===== src/rtl/tdm_pkg.sv =====
// Shared TDM definitions: framing state encoding and default channel count,
// common to this receiver and the matching transmitter.
package tdm_pkg;

  localparam int TDM_CH = 8;

  typedef enum logic {
    HUNT = 1'b0,
    LOCK = 1'b1
  } state_t;

endpackage


===== src/rtl/tdm_demux8_slot_ctr.sv =====
// Slot counter for the TDM demux: clear, load-to-1 on frame start, and
// natural power-of-two wrap on increment.
module slot_ctr #(
  parameter int SW = 3
) (
  input  logic          clk,
  input  logic          rst_n,
  input  logic          en,
  input  logic          load1,
  input  logic          clr,
  output logic [SW-1:0] cnt
);

  always_ff @(posedge clk or negedge rst_n) begin
    if (!rst_n) begin
      cnt <= '0;
    end else if (clr) begin
      cnt <= '0;
    end else if (load1) begin
      cnt <= SW'(1);
    end else if (en) begin
      cnt <= cnt + SW'(1);
    end
  end

endmodule


===== src/rtl/tdm_demux8.sv =====
// Serial TDM demultiplexer: collects one bit per slot into a shadow register
// and publishes a complete frame on y with a one-cycle valid pulse.
module tdm_demux8
  import tdm_pkg::*;
#(
  parameter  int CH = TDM_CH,
  localparam int SW = $clog2(CH)
) (
  input  logic          clk,
  input  logic          rst_n,
  input  logic          din,
  input  logic          en,
  input  logic          frame,
  output logic [CH-1:0] y,
  output logic          valid,
  output logic [SW-1:0] slot,
  output logic          sync_err,
  output logic          locked
);

  localparam logic [SW-1:0] LAST = SW'(CH - 1);

  state_t        state, state_nxt;
  logic          ctr_inc, ctr_load1, ctr_clr;
  logic          restart, wr, y_load;
  logic          valid_nxt, err_nxt;
  logic [CH-2:0] shadow, shadow_we;

  always_ff @(posedge clk or negedge rst_n) begin
    if (!rst_n) begin
      state    <= HUNT;
      valid    <= 1'b0;
      sync_err <= 1'b0;
    end else begin
      state    <= state_nxt;
      valid    <= valid_nxt;
      sync_err <= err_nxt;
    end
  end

  // A frame marker always restarts collection; the error pulse only flags it
  // when it lands in the middle of a frame that was being assembled.
  always_comb begin
    state_nxt = state;
    ctr_inc   = 1'b0;
    ctr_load1 = 1'b0;
    ctr_clr   = 1'b0;
    restart   = 1'b0;
    wr        = 1'b0;
    y_load    = 1'b0;
    valid_nxt = 1'b0;
    err_nxt   = 1'b0;
    if (en) begin
      if (frame) begin
        restart   = 1'b1;
        ctr_load1 = 1'b1;
        state_nxt = LOCK;
        err_nxt   = (state == LOCK) && (slot != '0);
      end else if (state == LOCK) begin
        if (slot == '0) begin
          err_nxt   = 1'b1;
          ctr_clr   = 1'b1;
          state_nxt = HUNT;
        end else begin
          ctr_inc = 1'b1;
          if (slot == LAST) begin
            y_load    = 1'b1;
            valid_nxt = 1'b1;
          end else begin
            wr = 1'b1;
          end
        end
      end
    end
  end

  // The last slot bit goes straight to y, so the shadow only holds CH-1 bits.
  always_comb begin
    shadow_we = '0;
    for (int k = 0; k < CH - 1; k++) begin
      shadow_we[k] = wr && (slot == SW'(k));
    end
  end

  always_ff @(posedge clk or negedge rst_n) begin
    if (!rst_n) begin
      shadow <= '0;
      y      <= '0;
    end else begin
      if (restart) begin
        shadow    <= '0;
        shadow[0] <= din;
      end else begin
        for (int k = 0; k < CH - 1; k++) begin
          if (shadow_we[k]) shadow[k] <= din;
        end
      end
      if (y_load) y <= {din, shadow};
    end
  end

  slot_ctr #(.SW(SW)) u_ctr (
    .clk   (clk),
    .rst_n (rst_n),
    .en    (ctr_inc),
    .load1 (ctr_load1),
    .clr   (ctr_clr),
    .cnt   (slot)
  );

  assign locked = (state == LOCK);

endmodule


===== config.mk =====
export PLATFORM = sky130hd
export DESIGN_NAME = tdm_demux8
export DESIGN_NICKNAME = d
export VERILOG_FILES = /design/src/rtl/tdm_pkg.sv /design/src/rtl/tdm_demux8_slot_ctr.sv /design/src/rtl/tdm_demux8.sv
export SDC_FILE = /design/constraint.sdc
export NUM_CORES = 1
export LEC_CHECK = 0
export ABC_AREA = 1
export CORE_MARGIN = 2
export CORE_UTILIZATION = 40
export CTS_CLUSTER_SIZE = 25
export DETAILED_ROUTE_END_ITERATION = 10
export GPL_ROUTABILITY_DRIVEN = 0
export PLACE_DENSITY = 0.7
export SLEW_MARGIN = 20
export SYNTH_ARGS = -nofsm -noshare
export SYNTH_HDL_FRONTEND = slang
export SYNTH_SLANG_ARGS = --single-unit

===== constraint.sdc =====
create_clock -name clk -period 1.3 [get_ports clk]
set_clock_uncertainty 0.1 [all_clocks]
set_input_delay 0.195 -clock clk [delete_from_list [all_inputs] [get_ports clk]]
set_output_delay 0.195 -clock clk [all_outputs]
set_load 0.02 [all_outputs]

==> results of run 1 <==
## flip-flops by register name (all words and copies together) (netlist names)
| register | flops |
|---|---|
| sync_err | 1 |
| valid | 1 |
| u_ctr.cnt | 3 |
| y | 8 |
| shadow | 7 |
| locked | 1 |
## layout make-up
| class | instances | area share (%) |
|---|---|---|
| clock buffer | 3 | 1.391 |
| clock inverter | 1 | 0.3091 |
| inverter | 19 | 4.714 |
| multi-input combinational | 83 | 36.94 |
| sequential | 21 | 32.69 |
| tap | 30 | 2.318 |
| timing repair buffer | 44 | 21.64 |
## where the power goes
group | total [mW] | internal (mW) | switching, mW
sequential | 0.747 | 0.703 | 0.0447
clock | 0.322 | 0.115 | 0.207
combinational | 0.647 | 0.317 | 0.330
total | 1.72 | 1.13 | 0.582
## worst max-delay path by stage
stage	endpoint	startpoint	cells past startpoint	slack [ns]
floorplan	y[2]	u_ctr.cnt[0]	9	-0.12
detailed placement	y[3]	frame	8	-0.40
CTS	shadow[5]	u_ctr.cnt[1]	9	-0.15
finish	shadow[5]	u_ctr.cnt[1]	9	-0.17
global route	shadow[5]	u_ctr.cnt[1]	9	-0.26
global placement	y[4]	frame	8	-0.35
## repair_timing
item / CTS / global route
gates cloned: 1 / 0
setup buffers: 5 / 2
setup endpoints to repair: 34 / 32
pin swaps: 4 / 7
gates resized for setup: 48 / 29
## metrics by stage
| step | cell area, um^2 | TNS [ns] |
|---|---|---|
| floorplan | 1119 | -1.598 |
| global placement | 1469 | -5.106 |
| detailed placement | 1469 | -5.910 |
| CTS | 1588 | -1.940 |
| global route | 1619 | -3.752 |
| finish | 1619 | -2.449 |
## kinds of logic (layout without fill, tap and decap cells)
family	after synthesis	in the layout	share of synthesized area (%)
adders and majority gates	6	6	7.017
and+or+nand+nor	66	67	28.66
buffers and inverters	21	67	8.772
AOI/OAI and AO/OA	10	10	6.434
DFF	21	21	49.12
## cell usage after synthesis (all sizes together)
library cell | number | area [um^2]
a21oi | 2 | 10.01
buf | 2 | 22.52
nor2 | 6 | 30.03
ha | 6 | 75.07
o21ai | 5 | 36.29
o22ai | 1 | 6.260
a22o | 1 | 8.760
o31ai | 1 | 7.510
nand2 | 47 | 191.4
nand4 | 6 | 37.54
dfrtp | 21 | 525.5
inv | 19 | 71.32
nand3 | 7 | 47.55
## critical path: stages (launching register included)
cell and delay, ns:
dfrtp_2 0.42, inv_2 0.06, ha_4 0.17, inv_4 0.05, nor2_4 0.04, nor2_4 0.17, buf_12 0.16, nand4_1 0.09
nand2_1 0.08, inv_1 0.03
## metal layers
metal / global-route usage, % / vias to the layer above / wire (um)
met1: 21.89 / 443 / 1099
met2: 26.87 / 19 / 1272
li1: - / 482 / -
met4: 5.575 / 0 / 27
met5: 0 / - / 0
met3: 3.488 / 2 / 96
==> impl_results.md, run 1 <==
* Status: finished, violations left
* Failing checks: setup timing
* Final setup violation count at 21
* Crit Path Category: reg2reg
* Worst-Skew Late Latency at 0.31 ns
* Final core area utilization at 64.76%
* Hold Slack at 0.1008 ns
* Syn Nets at 135
* Sequential area share after synthesis at 49.12%
* Slew Limit Fails at 0
* Fin cells at 201
* Slew Limit Headroom at 78.97%
* Clock tree buffer depth at 2
* Synth-to-layout area growth at 51.34%
* Final hold vios at 0
* Die span in x at 55.72 um
* First DRT Iteration DRCs at 17
* Largest net degree at the start of global routing at 22
* Hold/Removal Path Class: in2async
* Antenna-violating nets left at 0
* Num CTS Buffers at 3
* Yosys synthesis warning count at 0
* Worst Tran Pin Value at 0.3122 ns
* Nets at 183
* Avg Cell Area, Syn at 8.627 um^2
* Detailed Route WL at 2.496 mm
* Crit path launch type: flip-flop
* GRT overflow at 0
* Post-Place Cells at 189
* Fin crit share at 113.2%
* Root buffer cell: clkbuf_4
* Synth cell types at 18
* H-tree depth at 1
* Commonest non-fill, non-tap cell in the layout: nand2_1
* Die height at 55.72 um
* Reg2Reg Setup Slack at -0.17 ns
* Flops & latches, synth at 21
* Fmax at 0.6795 GHz
* Multi-input logic area at 598.1 um^2
* Worst EP arrival at 1.59 ns
* DRC Markers at 0
* Die area at 0.003104 mm^2
* Worst vdd ir at 0.7791 mV
* Worst R2R End: shadow[5]
* DP Wirelength at 1.610 mm
* Crit Path Max Fanout at 10
* Setup ws final at -0.1717 ns
* Fillers at 183
* Port Buffers at 18
* Number of global-route vias before repair at 937
* Placeable Area at 0.002500 mm^2
* R2R depth at 9
* Placement Setup Slack at -0.3967 ns
* GRT Total Usage at 16.54%
* Clk slew on worst S/H paths at 0.12 ns
* Initial antenna violation count at 0
* Row count at 18
* Total power at 1.716 mW
* Clk sinks at 21
* Wirelength per Cell at 12.42 um
* Storage cell area at 529.3 um^2
* CTS Hold Bufs at 0
* Fraction of layout cells with a size suffix above 1 at 48.54%
* Power per cell area at 1060 mW/mm^2
* Post-route minimum period at 1.472 ns
* Cells after synthesis at 124
* RR Startpoint: u_ctr.cnt[1]
* Vias per std cell at 4.706
* I/O Pins at 19
* Most frequent cells in the layout: nand2_1, buf_4, dfrtp_1
* Number of antenna diodes at 0
* Initial core utilization at 42.79%
* Drt first pass iters at 4
* First-pass GRT wire length at 4.064 mm
* Leak Pwr at 0.8657 nW
* WP data required at 1.42 ns
* Max-cap violations at 0
* Mapped Area at 0.001070 mm^2
* CTS tree: yes
* CP endpoint kind: flip-flop
* Via count at 946
* RSZ-0062 raised after global routing: yes
Note: power is estimated with default switching activity, not from simulation.
==> run 2: changes to the inputs <==
--- a/config.mk
+++ b/config.mk
@@ -11,8 +11,10 @@
 export CTS_CLUSTER_SIZE = 25
 export DETAILED_ROUTE_END_ITERATION = 10
 export GPL_ROUTABILITY_DRIVEN = 0
+export GPL_TIMING_DRIVEN = 0
 export PLACE_DENSITY = 0.7
 export SLEW_MARGIN = 20
 export SYNTH_ARGS = -nofsm -noshare
 export SYNTH_HDL_FRONTEND = slang
 export SYNTH_SLANG_ARGS = --single-unit
+export TNS_END_PERCENT = 10
==> impl_results.md, run 2 (synthesis results as in run 1) <==
* GR Util met3 at 2.326% (was 3.488%)
* Num CTS Buffers at 3 (unchanged)
* Crit path launch type: flip-flop (unchanged)
* Largest net degree at the start of global routing at 22 (unchanged)
* Nets at 162 (was 183)
* Worst-Skew Late Latency at 0.30 ns (was 0.31 ns)
* Wirelength per Cell at 11.83 um (was 12.42 um)
* Fin crit share at 111.7% (was 113.2%)
* Post-Place Cells at 172 (was 189)
* Placeable Area at 0.002500 mm^2 (unchanged)
* Commonest non-fill, non-tap cell in the layout: nand2_1 (unchanged)
* Final hold vios at 0 (unchanged)
* CP top delay family: flip-flops (unchanged)
* Final core area utilization at 54.45% (was 64.76%)
* Detailed Route WL at 2.130 mm (was 2.496 mm)
* Max-cap violations at 0 (unchanged)
* Final instance area at 0.001361 mm^2 (was 0.001619 mm^2)
* Initial core utilization at 42.79% (unchanged)
* H-tree depth at 1 (unchanged)
* I/O Pins at 19 (unchanged)
* Post-route minimum period at 1.452 ns (was 1.472 ns)
* Status: finished, violations left (unchanged)
* Setup ws final at -0.1522 ns (was -0.1717 ns)
* Fmax at 0.6886 GHz (was 0.6795 GHz)
* DP Wirelength at 1.482 mm (was 1.610 mm)
* M1 GR Usage at 18.05% (was 21.89%)
* Clk slew on worst S/H paths at 0.12 ns (about the same)
* Die area at 0.003104 mm^2 (unchanged)
* Crit path cell chain: inv_2 -> ha_4 -> inv_2 -> nor2_4 -> nor2_4 -> buf_6 -> nand3_1 -> nand2_1 -> nand2_1 -> inv_1 (was inv_2 -> ha_4 -> inv_4 -> nor2_4 -> nor2_4 -> buf_12 -> nand4_1 -> nand2_1 -> inv_1)
* Slew Limit Fails at 0 (unchanged)
* First DRT Iteration DRCs at 10 (was 17)
* Worst EP arrival at 1.56 ns (was 1.59 ns)
* Drt first pass iters at 5 (was 4)
* Fraction of layout cells with a size suffix above 1 at 34.67% (was 48.54%)
* Final setup violation count at 18 (was 21)
* WP data required at 1.41 ns (was 1.42 ns)
* Worst vdd ir at 0.6204 mV (was 0.7791 mV)
* Slew Limit Headroom at 39.43% (was 78.97%)
* Hold/Removal Path Class: in2async (unchanged)
* GRT Max-Usage Layer: met2 (unchanged)
* First-pass GRT wire length at 3.484 mm (was 4.064 mm)
* CTS tree: yes (unchanged)
* R2R depth at 10 (was 9)
* Die span in x at 55.72 um (unchanged)
* Hold Slack at 0.2949 ns (was 0.1008 ns)
* Reg2Reg Setup Slack at -0.15 ns (was -0.17 ns)
* Slowest cell on the critical path: dfrtp_2 (unchanged)
* Register with the most flip-flops: y (unchanged)
* RSZ-0062 raised after global routing: yes (unchanged)
* CP bufs+invs at 4 (unchanged)
* Crit Path Category: reg2reg (unchanged)
* GR Layer Usage met2 at 23.30% (was 26.87%)
* Number of antenna diodes at 0 (unchanged)
* Post-route setup TNS at -1.976 ns (was -2.449 ns)
* CTS Hold Bufs at 0 (unchanged)
* Via count at 865 (was 946)
* Fin cells at 180 (was 201)
* Worst R2R End: shadow[6] (was shadow[5])
* Worst Tran Pin Value at 0.9058 ns (was 0.3122 ns)
* Row count at 18 (unchanged)
* Die height at 55.72 um (unchanged)
* Regs by FF count: y: 8 flops, shadow: 7 flops, u_ctr.cnt: 3 flops (unchanged)
* Number of global-route vias before repair at 829 (was 937)
* Power per cell area at 1104 mW/mm^2 (was 1060 mW/mm^2)
* Port Buffers at 18 (unchanged)
* Clock tree buffer depth at 2 (unchanged)
* Failing checks: setup timing (unchanged)
* GRT overflow at 0 (unchanged)
* Initial antenna violation count at 0 (unchanged)
* DRC Markers at 0 (unchanged)
* Crit Path Max Fanout at 10 (unchanged)
* Post-DP Area at 0.001303 mm^2 (was 0.001469 mm^2)
* Clk sinks at 21 (unchanged)
* Max FFs per register at 8 (unchanged)
* Slowest stage delay, CP at 0.46 ns (was 0.42 ns)
* Placement Setup Slack at -0.3556 ns (was -0.3967 ns)
* Leak Pwr at 0.7439 nW (was 0.8657 nW)
* Root buffer cell: clkbuf_4 (unchanged)
* Antenna-violating nets left at 0 (unchanged)
* Most frequent cells in the layout: nand2_1, dfrtp_1, inv_1 (was nand2_1, buf_4, dfrtp_1)
* Total power at 1.502 mW (was 1.716 mW)
* CP endpoint kind: flip-flop (unchanged)
* RR Startpoint: u_ctr.cnt[1] (unchanged)
* Synth-to-layout area growth at 27.25% (was 51.34%)
* Vias per std cell at 4.806 (was 4.706)
* GRT Total Usage at 13.79% (was 16.54%)
## run 2: changes by cell type in the layout (fill, tap and decap cells not counted), sizes merged
cell           previous run  this run
buf                      31        10
nand2                    48        47
clkdlybuf4s15             1         2
## run 2: where the power goes
group	leakage, nW	internal (mW)	switching, mW	total [mW]
logic	0.447	0.185	0.257	0.443
clock network	0.0177	0.114	0.195	0.309
registers	0.279	0.703	0.0472	0.751
total	0.744	1.00	0.499	1.50
## run 2: worst register-to-register path: cells and delay by family, from the launching register on
family / cells / cell delay (ns)
adders and majority gates: 1 / 0.15
DFF: 1 / 0.46
and+or+nand+nor: 5 / 0.35
buffers and inverters: 4 / 0.31
## run 2: routing by layer
layer	up-vias	part of all wire (%)
met2	13	48
met1	401	48
met4	0	1.4
li1	445	-
met3	6	2.6
met5	-	0
## run 2: how the worst max path moves through the flow
stage	start	end	slack (ns)	depth (start not counted)
2_1_floorplan	u_ctr.cnt[0]	y[2]	-0.12	9
3_3_place_gp	en	y[4]	-0.32	7
3_5_place_dp	en	y[6]	-0.36	7
4_1_cts	u_ctr.cnt[1]	shadow[6]	-0.13	10
5_1_grt	u_ctr.cnt[0]	shadow[6]	-0.22	10
6_report	u_ctr.cnt[1]	shadow[6]	-0.15	10
## run 2: timing repair
action / in CTS / in global routing
pin swaps: 2 / 0
gates resized for setup: 44 / 17
setup buffers: 2 / 2
cloned: 0 / 0
endpoints found under the setup margin: 33 / 31
## run 2: cell type report
type,count,area [um^2]
inverter,19,73.82
clock buffer,3,22.52
tap,30,37.54
fill,231,1139
sequential,21,530.5
clock inverter,1,5.005
buffer,2,22.52
timing repair buffer,22,161.4
multi-input combinational,82,508.0
==> run 3: changes to the inputs <==
--- a/config.mk
+++ b/config.mk
@@ -8,11 +8,14 @@
 export ABC_AREA = 1
 export CORE_MARGIN = 2
 export CORE_UTILIZATION = 40
+export CTS_BUF_LIST = sky130_fd_sc_hd__clkbuf_2 sky130_fd_sc_hd__clkbuf_4 sky130_fd_sc_hd__clkbuf_8
 export CTS_CLUSTER_SIZE = 25
 export DETAILED_ROUTE_END_ITERATION = 10
 export GPL_ROUTABILITY_DRIVEN = 0
 export GPL_TIMING_DRIVEN = 0
 export PLACE_DENSITY = 0.7
+export SETUP_SLACK_MARGIN = 0.4
+export SKIP_LAST_GASP = 1
 export SLEW_MARGIN = 20
 export SYNTH_ARGS = -nofsm -noshare
 export SYNTH_HDL_FRONTEND = slang
==> impl_results.md, run 3 (synthesis results as in run 1) <==
* RSZ-0062 raised after global routing: yes (unchanged)
* Final instance area at 0.001455 mm^2 (was 0.001361 mm^2)
* Slowest stage delay, CP at 0.45 ns (was 0.46 ns)
* Setup ws final at -0.1452 ns (was -0.1522 ns)
* Worst R2R End: shadow[4] (was shadow[6])
* I/O Pins at 19 (unchanged)
* DP Wirelength at 1.482 mm (unchanged)
* Crit Path Category: reg2reg (unchanged)
* Post-DP Area at 0.001303 mm^2 (unchanged)
* Root buffer cell: clkbuf_4 (unchanged)
* CP endpoint kind: flip-flop (unchanged)
* Clk sinks at 21 (unchanged)
* R2R depth at 10 (unchanged)
* Clock tree buffer depth at 2 (unchanged)
* Synth-to-layout area growth at 36.02% (was 27.25%)
* Wirelength per Cell at 11.41 um (was 11.83 um)
* Clk slew on worst S/H paths at 0.12 ns (about the same)
* GRT overflow at 0 (unchanged)
* Post-route minimum period at 1.445 ns (was 1.452 ns)
* Worst EP arrival at 1.55 ns (was 1.56 ns)
* Most frequent cells in the layout: nand2_1, dfrtp_1, inv_1 (unchanged)
* H-tree depth at 1 (unchanged)
* Die area at 0.003104 mm^2 (unchanged)
* Critical path endpoint: shadow[4] (was shadow[6])
* Worst Tran Pin Value at 0.9275 ns (was 0.9058 ns)
* Nets at 168 (was 162)
* Placeable Area at 0.002500 mm^2 (unchanged)
* First DRT Iteration DRCs at 12 (was 10)
* Slew Limit Headroom at 37.97% (was 39.43%)
* Final setup violation count at 25 (was 18)
* Number of global-route vias before repair at 870 (was 829)
* Die span in x at 55.72 um (unchanged)
* Reg2Reg Setup Slack at -0.15 ns (about the same)
* Row count at 18 (unchanged)
* Largest net degree at the start of global routing at 22 (unchanged)
* Die height at 55.72 um (unchanged)
* Power per cell area at 1057 mW/mm^2 (was 1104 mW/mm^2)
* Final core area utilization at 58.21% (was 54.45%)
* Post-route setup TNS at -2.283 ns (was -1.976 ns)
* RR Startpoint: u_ctr.cnt[1] (unchanged)
* Fmax at 0.6919 GHz (was 0.6886 GHz)
* Crit path cell chain: inv_2 -> ha_4 -> inv_2 -> nor2_4 -> nor2_4 -> buf_6 -> nand3_1 -> nand2_1 -> nand2_1 -> inv_1 (unchanged)
* Worst vdd ir at 0.6166 mV (was 0.6204 mV)
* Worst-Skew Late Latency at 0.30 ns (about the same)
* Fraction of layout cells with a size suffix above 1 at 33.33% (was 34.67%)
* Number of antenna diodes at 0 (unchanged)
* Hold/Removal Path Class: in2async (unchanged)
* CTS tree: yes (unchanged)
* Fillers at 216 (was 231)
* Hold Slack at 0.3037 ns (was 0.2949 ns)
* Drt first pass iters at 4 (was 5)
* Detailed Route WL at 2.122 mm (was 2.130 mm)
* Leak Pwr at 0.8149 nW (was 0.7439 nW)
* Regs by FF count: y: 8 flops, shadow: 7 flops, u_ctr.cnt: 3 flops (unchanged)
* Initial antenna violation count at 0 (unchanged)
* GRT Total Usage at 14.62% (was 13.79%)
* Port Buffers at 18 (unchanged)
* Max FFs per register at 8 (unchanged)
* DRC Markers at 0 (unchanged)
* Crit path launch type: flip-flop (unchanged)
* Vias per std cell at 4.677 (was 4.806)
* Status: finished, violations left (unchanged)
* Fin crit share at 111.2% (was 111.7%)
* First-pass GRT wire length at 3.712 mm (was 3.484 mm)
* Commonest non-fill, non-tap cell in the layout: nand2_1 (unchanged)
* Via count at 870 (was 865)
* Max-cap violations at 0 (unchanged)
* Slowest cell on the critical path: dfrtp_2 (unchanged)
* Register with the most flip-flops: y (unchanged)
* Failing checks: setup timing (unchanged)
* CTS Hold Bufs at 0 (unchanged)
* WP data required at 1.41 ns (about the same)
* Initial core utilization at 42.79% (unchanged)
* Num CTS Buffers at 3 (unchanged)
* Worst setup startpoint: u_ctr.cnt[1] (unchanged)
* Slew Limit Fails at 0 (unchanged)
* Final hold vios at 0 (unchanged)
* Antenna-violating nets left at 0 (unchanged)
* Crit Path Max Fanout at 5 (was 10)
-- run 3: cell types whose count changed in the layout (fill, tap and decap cells not counted), sizes merged --
cell,previous run,this run
clkdlybuf4s15,2,1
dlygate4sd2,0,10
buf,10,15
clkbuf,11,3
-- run 3: timing repair --
| action | in CTS | in global routing |
|---|---|---|
| resized for setup | 43 | 8 |
| pin swaps | 4 | 8 |
| cloned | 1 | 1 |
| endpoints found under the setup margin | 56 | 56 |
| buffers inserted | 6 | 2 |
-- run 3: layout make-up --
| type | count | area (um^2) | area share [%] |
|---|---|---|---|
| Multi-Input combinational cell | 82 | 505.5 | 34.74 |
| Sequential cell | 21 | 530.5 | 36.46 |
| Buffer | 2 | 22.52 | 1.548 |
| Inverter | 19 | 73.82 | 5.073 |
| Clock inverter | 1 | 5.005 | 0.3439 |
| Clock buffer | 3 | 22.52 | 1.548 |
| Timing Repair Buffer | 28 | 257.7 | 17.71 |
| Tap cell | 30 | 37.54 | 2.580 |
-- run 3: power breakdown --
| part | internal (mW) | switching [mW] | total, mW | leakage, nW |
|---|---|---|---|---|
| clock | 0.114 | 0.195 | 0.310 | 0.0177 |
| sequential | 0.703 | 0.0495 | 0.753 | 0.279 |
| combinational | 0.225 | 0.250 | 0.475 | 0.518 |
-- run 3: critical path: cells and delay by family, from the launching register on --
| kind | cells | cell delay [ns] |
|---|---|---|
| flip-flops | 1 | 0.45 |
| adder cells (fa/ha/maj) | 1 | 0.15 |
| buffers and inverters | 4 | 0.30 |
| AND/OR/NAND/NOR | 5 | 0.34 |
-- run 3: worst min path at each step --
stage / from / depth (start not counted) / slack [ns] / endpoint
2_1_floorplan: rst_n / 0 / -0.20 / locked
3_3_place_gp: shadow[0] / 2 / 0.36 / y[0]
3_5_place_dp: shadow[3] / 2 / 0.36 / y[3]
4_1_cts: rst_n / 1 / 0.34 / u_ctr.cnt[0]
5_1_grt: rst_n / 1 / 0.36 / shadow[4]
6_report: rst_n / 1 / 0.30 / u_ctr.cnt[0]
-- run 3: per-layer routing --
| metal | track usage, % | part of all wire [%] | up-vias |
|---|---|---|---|
| li1 | - | - | 458 |
| met2 | 25.51 | 49 | 17 |
| met5 | 0 | 0 | - |
| met1 | 18.61 | 46 | 391 |
| met4 | 4.181 | 1.4 | 0 |
| met3 | 2.326 | 3.2 | 4 |
-- run 3: metrics by stage --
stage / setup WS (ns) / cells / power (mW)
2_1_floorplan: -0.1248 / 124 / 0.9944
3_3_place_gp: -0.3168 / 172 / 1.117
3_5_place_dp: -0.3556 / 172 / 1.132
4_1_cts: -0.1257 / 183 / 1.509
5_1_grt: -0.2231 / 186 / 1.636
6_report: -0.1452 / 186 / 1.538
==> patch 1: new RTL, settings of run 1 <==
Change the package constant `TDM_CH` from 8 to 4.
--- a/src/rtl/tdm_pkg.sv
+++ b/src/rtl/tdm_pkg.sv
@@ -3,5 +3,5 @@
 package tdm_pkg;
 
-  localparam int TDM_CH = 8;
+  localparam int TDM_CH = 4;
 
   typedef enum logic {
Interface: changed (resized slot and y); port bits go from 19 to 14. The function was not compared with the original's and may differ.
==> patch 1 against run 1 <==
Non-clock buffer count decreased by 26. Die area decreased by 41%. Largest cell class is now sequential cells. Sequential share of layout area increased by 4.0 points. Setup slack improved by 190 ps. Design area decreased by 49%. Sequential power decreased by 24%. First-iteration DRC count decreased by 24%. Power decreased by 2.1%. Routed wire length decreased by 52%. Worst hold slack improved by 13 ps. Count of clock-buffer cells in the layout increased by 1. Synthesized area decreased by 44%. Sequential cell count decreased by 9.
==> patch 1: results (changes against run 1) <==
outcome: "finished, final reports clean"
post_cts_buffers: 1  # -4
final.setup.worst_slack_ps: 14.34  # +186.0 ps
cp-startpoint: "u_ctr.cnt[0]"
synth_fa_ha_area_frac: 0.08386  # +0.01368
top_regs: "y (4), shadow (3), u_ctr.cnt (2)"
endpoint: "shadow[2]"
timing.hold.ws_ps: 113.3  # +12.55 ps
synthesis.nets: 82  # -39%
grt_pass1_vias: 501  # -47%
post-place-cells: 105  # -44%
worst_pin_slew_ps: 237.1  # -75.05 ps
placed_area_um2: 798.3  # -46%
clk_pin_slew_ps: 80  # -40 ps
syn_area_per_cell_um2: 8.176  # -5.2%
grt_pass1_wl_um: 2097  # -48%
place_ws_ps: -170.2  # +226.4 ps
viasPerCell: 4.709  # about the same
r2r_end: "shadow[2]"
portBuffers: 13  # -5
routedWlPerCell_um: 10.95  # -12%
cp_data_arrival_time_ps: 1410  # -180 ps
insertion_delay_ps: 280  # -30 ps
drtIter0Drc: 13  # -4
cts_resized: 13  # -73%
hpwl_um: 915.4  # -43%
drive_gt1_frac: 0.2105  # -0.2749
==> patch 1: final cells by class <==
class	instances	area, µm²	area share
Sequential cell	12	302.8	0.3667
Multi-Input combinational cell	51	277.8	0.3364
Timing Repair Buffer	18	151.4	0.1833
Inverter	10	38.79	0.04697
Clock buffer	4	36.28	0.04394
Tap cell	15	18.77	0.02273
==> patch 1: power breakdown <==
part	switching [mW]	total (mW)	internal (mW)
registers	0.0779	0.569	0.491
logic	0.461	0.808	0.347
clock network	0.133	0.303	0.170
total	0.672	1.68	1.01
==> patch 1: worst min path at each step <==
stage,endpoint
CTS,locked
floorplan,locked
global route,locked
global placement,y[3]
detailed placement,y[3]
finish,locked
==> patch 1: per-layer routing <==
metal	track usage	share of wire	vias up
li1	-	-	268
met1	0.1989	0.50	228
met2	0.2394	0.44	17
met3	0.03879	0.037	5
met4	0.09375	0.027	0
met5	0	0	-
==> patch 2: new RTL, config.mk and constraints of run 1 <==
Without the edit above. Make the reset (`rst_n`) synchronous in 3 clocked blocks.
--- a/src/rtl/tdm_demux8_slot_ctr.sv
+++ b/src/rtl/tdm_demux8_slot_ctr.sv
@@ -12,5 +12,5 @@
 );
 
-  always_ff @(posedge clk or negedge rst_n) begin
+  always_ff @(posedge clk) begin
     if (!rst_n) begin
       cnt <= '0;
--- a/src/rtl/tdm_demux8.sv
+++ b/src/rtl/tdm_demux8.sv
@@ -27,5 +27,5 @@
   logic [CH-2:0] shadow, shadow_we;
 
-  always_ff @(posedge clk or negedge rst_n) begin
+  always_ff @(posedge clk) begin
     if (!rst_n) begin
       state    <= HUNT;
@@ -83,5 +83,5 @@
   end
 
-  always_ff @(posedge clk or negedge rst_n) begin
+  always_ff @(posedge clk) begin
     if (!rst_n) begin
       shadow <= '0;
Formal check against the unedited RTL: differs if rst_n is asserted again (counterexample within 4 cycles, from zero or initial values and one cycle with rst_n low); with rst_n held inactive, the same outputs for 10 cycles.
==> patch 2 against run 1 <==
The run still ends with negative setup slack left. Setup slack better by 160 ps. First-iteration DRC count down 53%. Synthesized area down 7.0%. Design area down 10%. Utilization down 4.5 points. Count of clock-buffer cells in the layout unchanged. Sequential cell count unchanged. Routed wire length down 8.5%. Sequential share of layout area down 2.9 points.
Power is not compared: it rests on default switching activity, and its combinational part moved more than twofold at a synthesized area within 25%.
==> patch 2: results (changes against run 1) <==
dr_wl_met3_um: 135  # +41%
synth_most_common_cell: "nand2_1"
timing.hold.ws_ps: 366.0  # +265.2 ps
grt_pass1_vias: 835  # -11%
slowest_stage: "dfxtp_4"
synthToLayoutAreaGrowth_pct: 45.91
outcome: "complete, but fails checks"
nNetsFinal: 173  # -5.5%
relSlewSlack: 0.7845  # -0.005163
synth-main-ff-cell: "dfxtp_1"
r2r_end: "shadow[0]"
violations: "negative setup slack"
hold_start: "shadow[4]"
n_fill_cell: 207  # +13%
rr_worst_depth: 8  # -1
grt_pass1_wl_um: 3519  # -13%
routedWlPerCell_um: 12.03  # -3.2%
post-place-cells: 182  # -3.7%
drtIter0Drc: 8  # -9
final.setup.worst_slack_ps: -8.257  # +163.4 ps
ys_seq_area_frac: 0.4226  # -0.06859
met2WireLength_um: 1191  # -6.4%
grt_use_met1: 0.1868  # -0.03218
num_vias: 943  # -0.32%
finalSetupTns_ps: -15.31  # +2434 ps
synth_common_cells: "26 x nand2_1, 21 x dfxtp_1, 20 x nand3_1"
yosys-top-cells-area: "dfxtp_1 42%, nand3_1 10%, nand2_1 9.8%, ha_1 8.8%, a21oi_1 8.6%"
drt-met1-wl_um: 933  # -15%
grt.met2_usage: 0.2988  # +0.03007
setup_violations: 2  # -90%
synth.distinct_cells: 19  # +1
r2r_start: "u_ctr.cnt[0]"
grt_util_all_layers: 0.1695  # +0.004032
hpwl_um: 1617  # +0.43%
grtUsageMet3: 0.06944  # +0.03456
hp-class: "flip-flop to flip-flop"
place_ws_ps: -282.0  # +114.7 ps
cp_max_fo: 5  # -5
==> patch 2: cell count changes after synthesis, moves of 2 or more <==
cell / before / now
o21ai_2: 3 / 0
dfxtp_1: 0 / 21
clkbuf_1: 0 / 2
a21oi_1: 2 / 17
nand3_1: 6 / 20
inv_2: 2 / 0
inv_1: 17 / 12
dfrtp_1: 21 / 0
nand2_2: 6 / 1
nor2_2: 3 / 0
nand2_1: 41 / 26
==> patch 2: repair_timing <==
item                       4_1_cts  5_1_grt
setup endpoints to repair       27       26
pin swaps                        7        6
resized for setup               38       36
hold endpoints to repair         0        0
hold buffers                     0        0
setup buffers                    2        2
==> patch 2: power by group through the flow <==
stage                     Combinational, mW  Sequential [mW]  Clock, mW
final                                 0.156            0.656      0.324
after global routing                  0.168            0.657      0.357
after CTS                             0.147            0.657      0.331
after detailed placement              0.129            0.670          0
after global placement                0.126            0.670          0
after floorplan                      0.0643            0.674          0
==> patch 2: final cells by class <==
class                      instances  share of cell area
clock buffer                       3             0.01552
clock inverter                     1            0.003448
inverter                          12             0.03707
multi-input combinational         88              0.4328
sequential                        21              0.2983
tap                               30             0.02586
timing repair buffer              35              0.1871
==> patch 2: cells by family after synthesis <==
logic type / after synthesis / synth area share
simple gates: 61 / 0.3031
flops: 21 / 0.4226
compound gates: 19 / 0.09685
buf+inv: 17 / 0.08050
fa+ha+maj: 7 / 0.08805
xor+xnor: 1 / 0.008807
==> patch 2: worst max path at each step <==
stage	slack, ps	from	endpoint
2_1_floorplan	9	u_ctr.cnt[0]	u_ctr.cnt[2]
3_3_place_gp	-240	en	y[6]
3_5_place_dp	-280	en	y[5]
4_1_cts	-20	u_ctr.cnt[2]	u_ctr.cnt[2]
5_1_grt	-70	u_ctr.cnt[2]	u_ctr.cnt[2]
6_report	-8	u_ctr.cnt[0]	shadow[0]
